## config.mk

```make
export PLATFORM = sky130hd
export DESIGN_NAME = uart_tx_conf
export DESIGN_NICKNAME = d
export VERILOG_FILES = /design/src/rtl/uart_tx_conf_pkg.sv /design/src/rtl/uart_tx_fifo.sv /design/src/rtl/uart_tx_conf.sv
export SDC_FILE = /design/constraint.sdc
export NUM_CORES = 1
export LEC_CHECK = 0
export CELL_PAD_IN_SITES_DETAIL_PLACEMENT = 0
export CELL_PAD_IN_SITES_GLOBAL_PLACEMENT = 1
export CORE_ASPECT_RATIO = 1.75
export CORE_MARGIN = 4
export CORE_UTILIZATION = 37
export CTS_CLUSTER_SIZE = 25
export DETAILED_ROUTE_END_ITERATION = 6
export PLACE_DENSITY_LB_ADDON = 0.1
export SKIP_CTS_REPAIR_TIMING = 1
export SLEW_MARGIN = 20
export SYNTH_ARGS = -nofsm -noshare
export SYNTH_HDL_FRONTEND = slang
export SYNTH_SLANG_ARGS = --single-unit
```

## constraint.sdc

```tcl
create_clock -name clk -period 3.5 [get_ports clk]
set_clock_uncertainty 0.15 [all_clocks]
set_input_delay 0.35 -clock clk [delete_from_list [all_inputs] [get_ports clk]]
set_output_delay 0.35 -clock clk [all_outputs]
set_load 0.1 [all_outputs]
```

## src/rtl/uart_tx_conf_pkg.sv

```systemverilog
// Shared definitions for the memory-mapped UART transmitter: register
// offsets, STATUS layout, TX FSM state encodings and the bit-timer reload helper.
package uart_tx_conf_pkg;

  localparam int unsigned BYTE_W = 8;
  localparam int unsigned BAUD_W = 16;
  localparam int unsigned CNT_W  = 3;

  // Register offsets, decoded from addr[3:2]
  localparam logic [1:0] REG_TXDATA  = 2'd0;
  localparam logic [1:0] REG_STATUS  = 2'd1;
  localparam logic [1:0] REG_BAUDDIV = 2'd2;
  localparam logic [1:0] REG_RSVD    = 2'd3;

  // TX FSM state encodings
  localparam logic [1:0] ST_IDLE  = 2'd0;
  localparam logic [1:0] ST_START = 2'd1;
  localparam logic [1:0] ST_DATA  = 2'd2;
  localparam logic [1:0] ST_STOP  = 2'd3;

  // STATUS register layout, bit 0 is the last field
  typedef struct packed {
    logic [CNT_W-1:0] count;     // [6:4]
    logic             overflow;  // [3]
    logic             busy;      // [2]
    logic             empty;     // [1]
    logic             full;      // [0]
  } status_t;

  // Bit-timer reload value: a divisor of 0 behaves like 1
  function automatic logic [BAUD_W-1:0] bit_reload(input logic [BAUD_W-1:0] div);
    return (div == BAUD_W'(0)) ? BAUD_W'(0) : div - BAUD_W'(1);
  endfunction

endpackage

```

## src/rtl/uart_tx_fifo.sv

```systemverilog
// Synchronous TX FIFO with wrap-bit pointers.
// Ports: clk, reset (async active-low), push/wdata, pop, head_c (current head),
// full_c, empty_c, count_c (entries held). A push while full is accepted only
// when a pop happens in the same cycle.
module uart_tx_fifo #(
  parameter int unsigned DEPTH = 4,
  parameter int unsigned WIDTH = 8
) (
  input  logic                     clk,
  input  logic                     reset,
  input  logic                     push,
  input  logic                     pop,
  input  logic [WIDTH-1:0]         wdata,
  output logic [WIDTH-1:0]         head_c,
  output logic                     full_c,
  output logic                     empty_c,
  output logic [$clog2(DEPTH):0]   count_c
);

  localparam int unsigned AW = $clog2(DEPTH);
  localparam int unsigned PW = AW + 1;

  logic [WIDTH-1:0] mem [DEPTH];
  logic [PW-1:0]    wptr;
  logic [PW-1:0]    rptr;
  logic             push_ok;
  logic             pop_ok;

  assign empty_c = (wptr == rptr);
  assign full_c  = (wptr[AW] != rptr[AW]) && (wptr[AW-1:0] == rptr[AW-1:0]);
  assign count_c = wptr - rptr;
  assign head_c  = mem[rptr[AW-1:0]];

  // When full, a simultaneous pop frees the slot the push lands in
  assign push_ok = push && (!full_c || pop);
  assign pop_ok  = pop && !empty_c;

  // Pointer update
  always_ff @(posedge clk or negedge reset) begin
    if (!reset) begin
      wptr <= '0;
      rptr <= '0;
    end else begin
      if (push_ok) wptr <= wptr + PW'(1);
      if (pop_ok)  rptr <= rptr + PW'(1);
    end
  end

  // Storage, no reset needed
  always_ff @(posedge clk) begin
    if (push_ok) mem[wptr[AW-1:0]] <= wdata;
  end

endmodule

```

## src/rtl/uart_tx_conf.sv

```systemverilog
// Memory-mapped 8N1 UART transmitter on the data-side SRAM-like bus.
// Ports: clk, reset (async active-low); uart_en/uart_wen/uart_addr/uart_wdata
// bus access (wen==0 is a read); uart_rdata registered read data (1-cycle
// latency, holds between reads); txd serial line (idle high); tx_irq high
// while the FIFO is empty and the shifter idle.
module uart_tx_conf
  import uart_tx_conf_pkg::*;
#(
  parameter int unsigned       XLEN         = 32,
  parameter int unsigned       FIFO_DEPTH   = 4,
  parameter logic [BAUD_W-1:0] BAUD_DIV_RST = 16'd868
) (
  input  logic            clk,
  input  logic            reset,
  input  logic            uart_en,
  input  logic [3:0]      uart_wen,
  input  logic [XLEN-1:0] uart_addr,
  input  logic [XLEN-1:0] uart_wdata,
  output logic [XLEN-1:0] uart_rdata,
  output logic            txd,
  output logic            tx_irq
);

  localparam int unsigned CW = $clog2(FIFO_DEPTH) + 1;

  // Bus decode
  logic              wr;
  logic              rd;
  logic [1:0]        sel;
  logic              push;
  logic              drop;

  // FIFO
  logic              pop;
  logic              fifo_full;
  logic              fifo_empty;
  logic [CW-1:0]     fifo_count;
  logic [BYTE_W-1:0] fifo_head;

  // FSM and datapath
  logic [1:0]        state, state_nxt;
  logic [BAUD_W-1:0] timer, timer_nxt;
  logic [2:0]        bit_idx, idx_nxt;
  logic [BYTE_W-1:0] shift, shift_nxt;
  logic              txd_nxt;
  logic              irq_nxt;
  logic [BAUD_W-1:0] reload;
  logic              bit_end;
  logic [CW-1:0]     count_after;

  // Registers
  logic [BAUD_W-1:0] baud_div, baud_nxt;
  logic              overflow, ovf_nxt;
  logic [XLEN-1:0]   rdata_nxt;
  status_t           status;

  logic              unused_bits;
  assign unused_bits = ^{uart_addr[XLEN-1:4], uart_addr[1:0],
                         uart_wdata[XLEN-1:16], uart_wen[3:2]};

  assign wr   = uart_en && (uart_wen != 4'b0000);
  assign rd   = uart_en && (uart_wen == 4'b0000);
  assign sel  = uart_addr[3:2];
  assign push = wr && (sel == REG_TXDATA) && uart_wen[0];
  assign drop = push && fifo_full && !pop;

  assign reload  = bit_reload(baud_div);
  assign bit_end = (timer == BAUD_W'(0));

  uart_tx_fifo #(
    .DEPTH (FIFO_DEPTH),
    .WIDTH (BYTE_W)
  ) u_fifo (
    .clk     (clk),
    .reset   (reset),
    .push    (push),
    .pop     (pop),
    .wdata   (uart_wdata[BYTE_W-1:0]),
    .head_c  (fifo_head),
    .full_c  (fifo_full),
    .empty_c (fifo_empty),
    .count_c (fifo_count)
  );

  // STATUS view of the current state
  always_comb begin
    status          = '0;
    status.full     = fifo_full;
    status.empty    = fifo_empty;
    status.busy     = (state != ST_IDLE);
    status.overflow = overflow;
    status.count    = CNT_W'(fifo_count);
  end

  // FSM state register
  always_ff @(posedge clk or negedge reset) begin
    if (!reset) state <= ST_IDLE;
    else        state <= state_nxt;
  end

  // FSM next state, bit timer, shifter and registered-output next values
  always_comb begin
    state_nxt = state;
    timer_nxt = timer;
    idx_nxt   = bit_idx;
    shift_nxt = shift;
    pop       = 1'b0;

    case (state)
      ST_IDLE: begin
        if (!fifo_empty) begin
          pop       = 1'b1;
          shift_nxt = fifo_head;
          timer_nxt = reload;
          state_nxt = ST_START;
        end
      end
      ST_START: begin
        if (bit_end) begin
          state_nxt = ST_DATA;
          idx_nxt   = 3'd0;
          timer_nxt = reload;
        end else begin
          timer_nxt = timer - BAUD_W'(1);
        end
      end
      ST_DATA: begin
        if (bit_end) begin
          shift_nxt = {1'b0, shift[BYTE_W-1:1]};
          timer_nxt = reload;
          if (bit_idx == 3'd7) state_nxt = ST_STOP;
          else                 idx_nxt   = bit_idx + 3'd1;
        end else begin
          timer_nxt = timer - BAUD_W'(1);
        end
      end
      ST_STOP: begin
        if (bit_end) begin
          // Chain straight into the next frame so bursts are gap-free
          if (!fifo_empty) begin
            pop       = 1'b1;
            shift_nxt = fifo_head;
            timer_nxt = reload;
            state_nxt = ST_START;
          end else begin
            state_nxt = ST_IDLE;
          end
        end else begin
          timer_nxt = timer - BAUD_W'(1);
        end
      end
      default: state_nxt = ST_IDLE;
    endcase

    case (state_nxt)
      ST_START: txd_nxt = 1'b0;
      ST_DATA:  txd_nxt = shift_nxt[0];
      default:  txd_nxt = 1'b1;
    endcase

    // Occupancy after this edge, so tx_irq tracks the registered state exactly
    count_after = fifo_count + CW'(push && (!fifo_full || pop)) - CW'(pop);
    irq_nxt     = (state_nxt == ST_IDLE) && (count_after == CW'(0));
  end

  // Register writes and read-data selection
  always_comb begin
    baud_nxt  = baud_div;
    ovf_nxt   = overflow;
    rdata_nxt = uart_rdata;

    if (drop)
      ovf_nxt = 1'b1;
    else if (wr && (sel == REG_STATUS) && uart_wen[0] && uart_wdata[3])
      ovf_nxt = 1'b0;

    if (wr && (sel == REG_BAUDDIV)) begin
      if (uart_wen[0]) baud_nxt[7:0]  = uart_wdata[7:0];
      if (uart_wen[1]) baud_nxt[15:8] = uart_wdata[15:8];
    end

    if (rd) begin
      case (sel)
        REG_TXDATA:  rdata_nxt = '0;
        REG_STATUS:  rdata_nxt = XLEN'(status);
        REG_BAUDDIV: rdata_nxt = XLEN'(baud_div);
        REG_RSVD:    rdata_nxt = '0;
      endcase
    end
  end

  // Datapath and output registers
  always_ff @(posedge clk or negedge reset) begin
    if (!reset) begin
      timer      <= '0;
      bit_idx    <= '0;
      shift      <= '0;
      txd        <= 1'b1;
      tx_irq     <= 1'b1;
      baud_div   <= BAUD_DIV_RST;
      overflow   <= 1'b0;
      uart_rdata <= '0;
    end else begin
      timer      <= timer_nxt;
      bit_idx    <= idx_nxt;
      shift      <= shift_nxt;
      txd        <= txd_nxt;
      tx_irq     <= irq_nxt;
      baud_div   <= baud_nxt;
      overflow   <= ovf_nxt;
      uart_rdata <= rdata_nxt;
    end
  end

endmodule

```

Word-level counts from Yosys, hierarchy flattened
Memories as Yosys holds them, arrays and structs flattened.
Index checks and enable logic that the tools add are counted.
W data, S select, Z words.
{ "word_totals": {"rom_bits": 0, "memories": 1, "ram_bits": 32, "wordCells": 103, "ff_bits": 86, "latch_bits": 0, "in_bits": 71, "output_inout_bits": 34} }
{ "memory_table": {"columns": ["memory", "words", "width", "rd", "rd_ports_with_merged_regs", "wr", "line_no", "text"], "rows": [
  ["u_fifo.mem", 4, 8, 1, 0, 1, "uart_tx_fifo.sv:23", "logic [WIDTH-1:0] mem [DEPTH];"]
]} }
{ "op_classes": {"n_eq_ne": 16, "shift": 0, "mux": 29, "multipliers": 0, "bitwise_logic": 0, "div_mod_pow": 0, "n_lt_le_gt_ge": 0, "n_reduce_logical": 36, "addsub": 8} }
{ "ops": {"columns": ["cell", "count"], "rows": [
  ["$pmux W32 S3", 1],
  ["$mux W16", 4],
  ["$pmux W16 S3", 1],
  ["$logic_not A16 Y1", 2],
  ["$sub A16 B1 Y16 const B", 2],
  ["$mux W8", 3],
  ["$pmux W8 S3", 1],
  ["$logic_and A1 B1 Y1", 14],
  ["$eq A2 B2 Y1 const B", 5],
  ["$mux W2", 5],
  ["$add A3 B1 Y3 const B", 3],
  ["$mux W3", 3],
  ["$ne A2 B2 Y1 const B", 4],
  ["$pmux W2 S4", 1],
  ["$mux W1", 7],
  ["$eq A2 B1 Y1 const B", 3],
  ["$logic_not A2 Y1", 3],
  ["$pmux W3 S2", 1],
  ["$reduce_bool A2 Y1", 3],
  ["$logic_not A4 Y1", 1],
  ["$pmux W1 S2", 2],
  ["$reduce_and A2 Y1", 2],
  ["$reduce_and A4 Y1", 1],
  ["$reduce_bool A4 Y1", 1],
  ["13 further kinds", 16]
]} }

Logic depth before layout (Yosys ltp)
{ "logic_depth": {"ltp_word": 10, "ltp_mapped": 17, "ltp_nobuf": 16} }

Hierarchy
From an unflattened synthesis, not the netlist that was laid out.
{ "unflattened": {"hier_cells": 585, "hier_area_um2": 5999.5} }
{ "modules_own_cells": {"columns": ["module", "area_each_um2", "cells_each", "instances", "seq_area_each_um2"], "rows": [
  ["uart_tx_conf", 4383.0, 498, 1, 1610.3],
  ["uart_tx_fifo", 1616.6, 87, 1, 1111.1]
]} }

Least setup slack after synthesis
No wires, ideal clock.
{ "synth_timing": {"kind": "flip-flop to flip-flop", "from": "register timer[12]", "to": "register tx_irq", "t_required_ns": 3.268, "setup_time_ns": 0.082, "t_arrival_ns": 3.443, "path_slack_ns": -0.175, "n_path_buf": 2, "path_stages_with_launch": 18, "synth_period_minus_slack_ns": 3.675, "path_cell_list": "dfrtp_1 or4_1 buf_2 or2_1 o21a_1 buf_6 o21a_4 nor3_4 inv_1 ha_1 inv_1 ha_1 inv_1 fa_1 xor2_1 xnor2_1 nand3b_1 nor3_1"} }
{ "synth_via": {"elab_chain_cells": 9, "word_cells_on_any_way": 14, "classes_between": "add/sub (2); mux (6); reduce/logical (6)"} }
{ "synth_lines": {"columns": ["item", "line_no", "text"], "rows": [
  ["start: declaration", "uart_tx_conf.sv:42", "logic [BAUD_W-1:0] timer, timer_nxt;"],
  ["start signal: assignment", "uart_tx_conf.sv:204", "timer <= timer_nxt;"],
  ["$logic_not A16 Y1 (*)", "uart_tx_conf.sv:68", "assign bit_end = (timer == BAUD_W'(0));"],
  ["$mux W1", "uart_tx_conf.sv:138", "if (bit_end) begin"],
  ["$pmux W1 S2", "uart_tx_conf.sv:109", "case (state)"],
  ["$logic_or A1 B1 Y1", "uart_tx_conf.sv:162", "count_after = fifo_count + CW'(push && (!fifo_full || pop)) - CW'(pop);"],
  ["$logic_and A1 B1 Y1", "uart_tx_conf.sv:162", null],
  ["$add A3 B1 Y3", "uart_tx_conf.sv:162", null],
  ["$sub A3 B1 Y3", "uart_tx_conf.sv:162", null],
  ["$logic_not A3 Y1", "uart_tx_conf.sv:163", "irq_nxt = (state_nxt == ST_IDLE) && (count_after == CW'(0));"],
  ["$logic_and A1 B1 Y1 (*)", "uart_tx_conf.sv:163", null],
  ["net irq_nxt", "uart_tx_conf.sv:46", "logic irq_nxt;"],
  ["end signal: assignment", "uart_tx_conf.sv:208", "tx_irq <= irq_nxt;"],
  ["end: declaration", "uart_tx_conf.sv:21", "output logic tx_irq"]
]} }
Mark *: on every way through the listed nets, which the timed path passes. The rest lies on a longest branch.
A chain may end at the register's enable or synchronous reset.

Final worst setup path
{ "layout_timing": {"from": "register timer[15]", "to": "register tx_irq"} }
Same word-level chain as after synthesis.

==> flow_metrics.tcl <==
set metrics [dict create \
    ys_top_cells_by_area "dfrtp_1 (27%), edfxtp_1 (17%), nand2_1 (4.3%)" \
    critical_path_required_ns 3.62 \
    ys_ff_latch 102 \
    status "finished clean" \
    grt-busiest-layer "met2" \
    drc 0 \
    period_share_pct 98.48 \
    p_leak_nw 2.756 \
    synth_xor_area_share_pct 4.114 \
    syn2layout_area_growth_pct 18.59 \
    syn_area_mm2 0.005748 \
    power_mw 5.705 \
    first_iter_violations 188 \
    grt_pass1_wl_um 24400 \
    synth_cell_types 64 \
    antenna_left 0 \
    finalSetupViolCount 0 \
    post-route-min-period_ns 3.447 \
    crit_type "reg2reg" \
    critPathLaunchType "flop" \
    worstPathArrival_ns 3.56 \
    rrSetupSlack_ns 0.05 \
    drv_cap 0 \
    max_freq_ghz 0.2901 \
    die_w_um 102.2 \
    dp.cells 799 \
    synth_flop_cell "dfrtp_1" \
    initial_core_util_pct 37.53 \
    cts.sinks 102 \
    async_reset_ff_share_pct 68.63 \
    synth_compound_gate_area_share_pct 14.80 \
    fillers 1487 \
    routed_via_density 5.422 \
    htree_levels 3 \
    stdcell_count 815 \
    row_count 60 \
    coreArea_mm2 0.01531 \
    grt_pass1_vias 4521 \
    r2r_cells 15 \
    worst_slew_pin_slew_ns 0.9879 \
    num_vias 4419 \
    r2r_end "tx_irq" \
    dp.final_hpwl_um 11290 \
    antenna_found_initial 0 \
    synth.mux.area_fraction_pct 7.314 \
    critPathCaptureType "flop" \
    drive_gt1_share_pct 14.94 \
    ios 105 \
    setup.worst_path.end "tx_irq" \
    synth_top_family_by_area "simple AND/OR/NAND/NOR gates" \
    timing.slew.headroom_pct 33.94 \
    cts_made_buffers 9 \
    place_area_mm2 0.006487 \
    grt_max_degree 71 \
    hold_viol_final 0 \
    peakVddDrop_mv 0.5439 \
    p_per_area_mw_per_mm2 837.0 \
    die_h_um 172.9 \
    dieArea_mm2 0.01767 \
    synth_largest_area_cell "dfrtp_1" \
    met2_usage_pct 31.73 \
    min_path_type "in2async" \
    clockBufferDepth 2 \
    rr_startpoint "timer[15]" \
    clkTransAtPathRegs_ns 0.08 \
    grtUsageMet3_pct 2.140 \
    tritoncts "built" \
    grt-ovfl-total 0 \
    synth_commonest_cells "nand2_1 (66), dfrtp_1 (63), nor2_1 (47)" \
    gp_congestion 0.8784 \
    ys_warn_count 0 \
    worstPathMaxFanout 2 \
    gr-usage-met1_pct 21.44 \
    synth-adder-area-share_pct 4.615 \
    rsz0062_at_grt "yes" \
    first_pass_iters 6 \
    routed_wl_um 15210 \
    netlist_instances 564 \
    synth_edf_count 32 \
    seq_area_frac_synth_pct 47.34 \
    final_nets 715 \
    io_buffers 42 \
    yosys.area_share.simple_pct 16.37 \
    grt.total_usage_pct 17.78 \
    syn_area_per_cell_um2 10.19 \
    diodes 0 \
    synth_top_area_share_pct 27.43 \
    crit_start "timer[15]" \
    drv_slew 0 \
    cts_root_buf "clkbuf_16" \
    fin_area_mm2 0.006817 \
    yosysMostFrequentCell "nand2_1" \
    clock_latency_ns 0.35 \
    wl_per_cell_um 18.66 \
]
## layout by cell type (no fill, tap or decap), types with 7 or more instances in the layout
cell	Yosys	layout
a31oi_1	8	8
buf_4	16	35
mux2_2	15	15
ha_1	18	18
xnor2_1	14	14
nand3_1	20	20
nand2_1	66	66
dfstp_2	7	7
o21ai_0	23	23
clkbuf_16	0	9
conb_1	1	16
a221oi_1	9	9
nor2_1	47	46
inv_1	21	21
o22ai_1	7	7
a21oi_1	26	26
clkdlybuf4s50_1	0	41
edfxtp_1	32	32
dfrtp_1	63	63
xor2_1	13	13
mux4_2	8	8
nor3_1	17	16
o31ai_1	10	10
or3_1	8	8
## metrics by stage
| step | hold slack, ns | setup WS, ns | TNS (ns) | util [%] |
|---|---|---|---|---|
| final | 0.07265 | 0.05315 | 0 | 44.51 |
| after global routing | 0.1557 | -0.1174 | -0.1174 | 44.51 |
| after CTS | 0.1205 | -0.003330 | -0.003330 | 44.40 |
| after detailed placement | 0.3124 | -0.002148 | -0.002148 | 42.36 |
| after global placement | 0.3104 | 0.02425 | 0 | 42.36 |
| after floorplan | -0.09559 | -0.1731 | -0.1731 | - |
## worst min-delay path by stage
stage | endpoint | slack [ns] | cells after the start
after CTS | bit_idx[2] | 0.12 | 2
after global routing | shift[5] | 0.16 | 2
after detailed placement | uart_rdata[13] | 0.31 | 2
final | shift[6] | 0.07 | 2
after floorplan | baud_div[0] | -0.1 | 0
after global placement | uart_rdata[9] | 0.31 | 2
## layout make-up
type                            count  area [µm²]  share of cell area, %
Multi-Input combinational cell    413        2794                  40.99
Sequential cell                   102        2721                  39.92
Clock buffer                        9       225.2                  3.304
Inverter                           21       78.83                  1.156
Timing Repair Buffer               77       678.2                  9.949
Tap cell                          186       232.7                  3.414
Clock inverter                      7       86.33                  1.267
## routing by layer
| metal | routed length (µm) | vias up |
|---|---|---|
| li1 | - | 2138 |
| met1 | 6206 | 2153 |
| met2 | 8140 | 102 |
| met3 | 450 | 26 |
| met4 | 409 | 0 |
| met5 | 0 | - |
## where the power goes
group | switching (mW) | internal, mW | total, mW
Combinational | 1.81 | 1.11 | 2.92
Sequential | 0.243 | 1.50 | 1.75
Clock | 0.522 | 0.512 | 1.03
## registers in the layout, indices dropped and copies added, names as in the netlist
signal,cells
u_fifo.mem,32
baud_div,16
timer,16
uart_rdata,16
shift,8
bit_idx,3
u_fifo.rptr,3
u_fifo.wptr,3
state,2
overflow,1
tx_irq,1
txd,1
## critical path, stage by stage, from the launching register on
cell and delay, ns:
dfrtp_1 0.38, or4_4 0.53, or2_1 0.26, o21a_1 0.22, o21a_4 0.21, nor3_4 0.13, inv_1 0.06, ha_1 0.28
inv_1 0.06, ha_1 0.13, inv_1 0.05, fa_2 0.33, xor2_1 0.15, xnor2_1 0.16, nand3b_1 0.12, nor3_2 0.17
## logic make-up after synthesis
group | count (synthesis)
fa+ha+maj | 20
buf+inv | 64
simple gates | 195
other cells | 1
flops | 102
xor+xnor | 27
compound gates | 125
mux | 30
No activity file was read; power rests on OpenSTA's default activity.
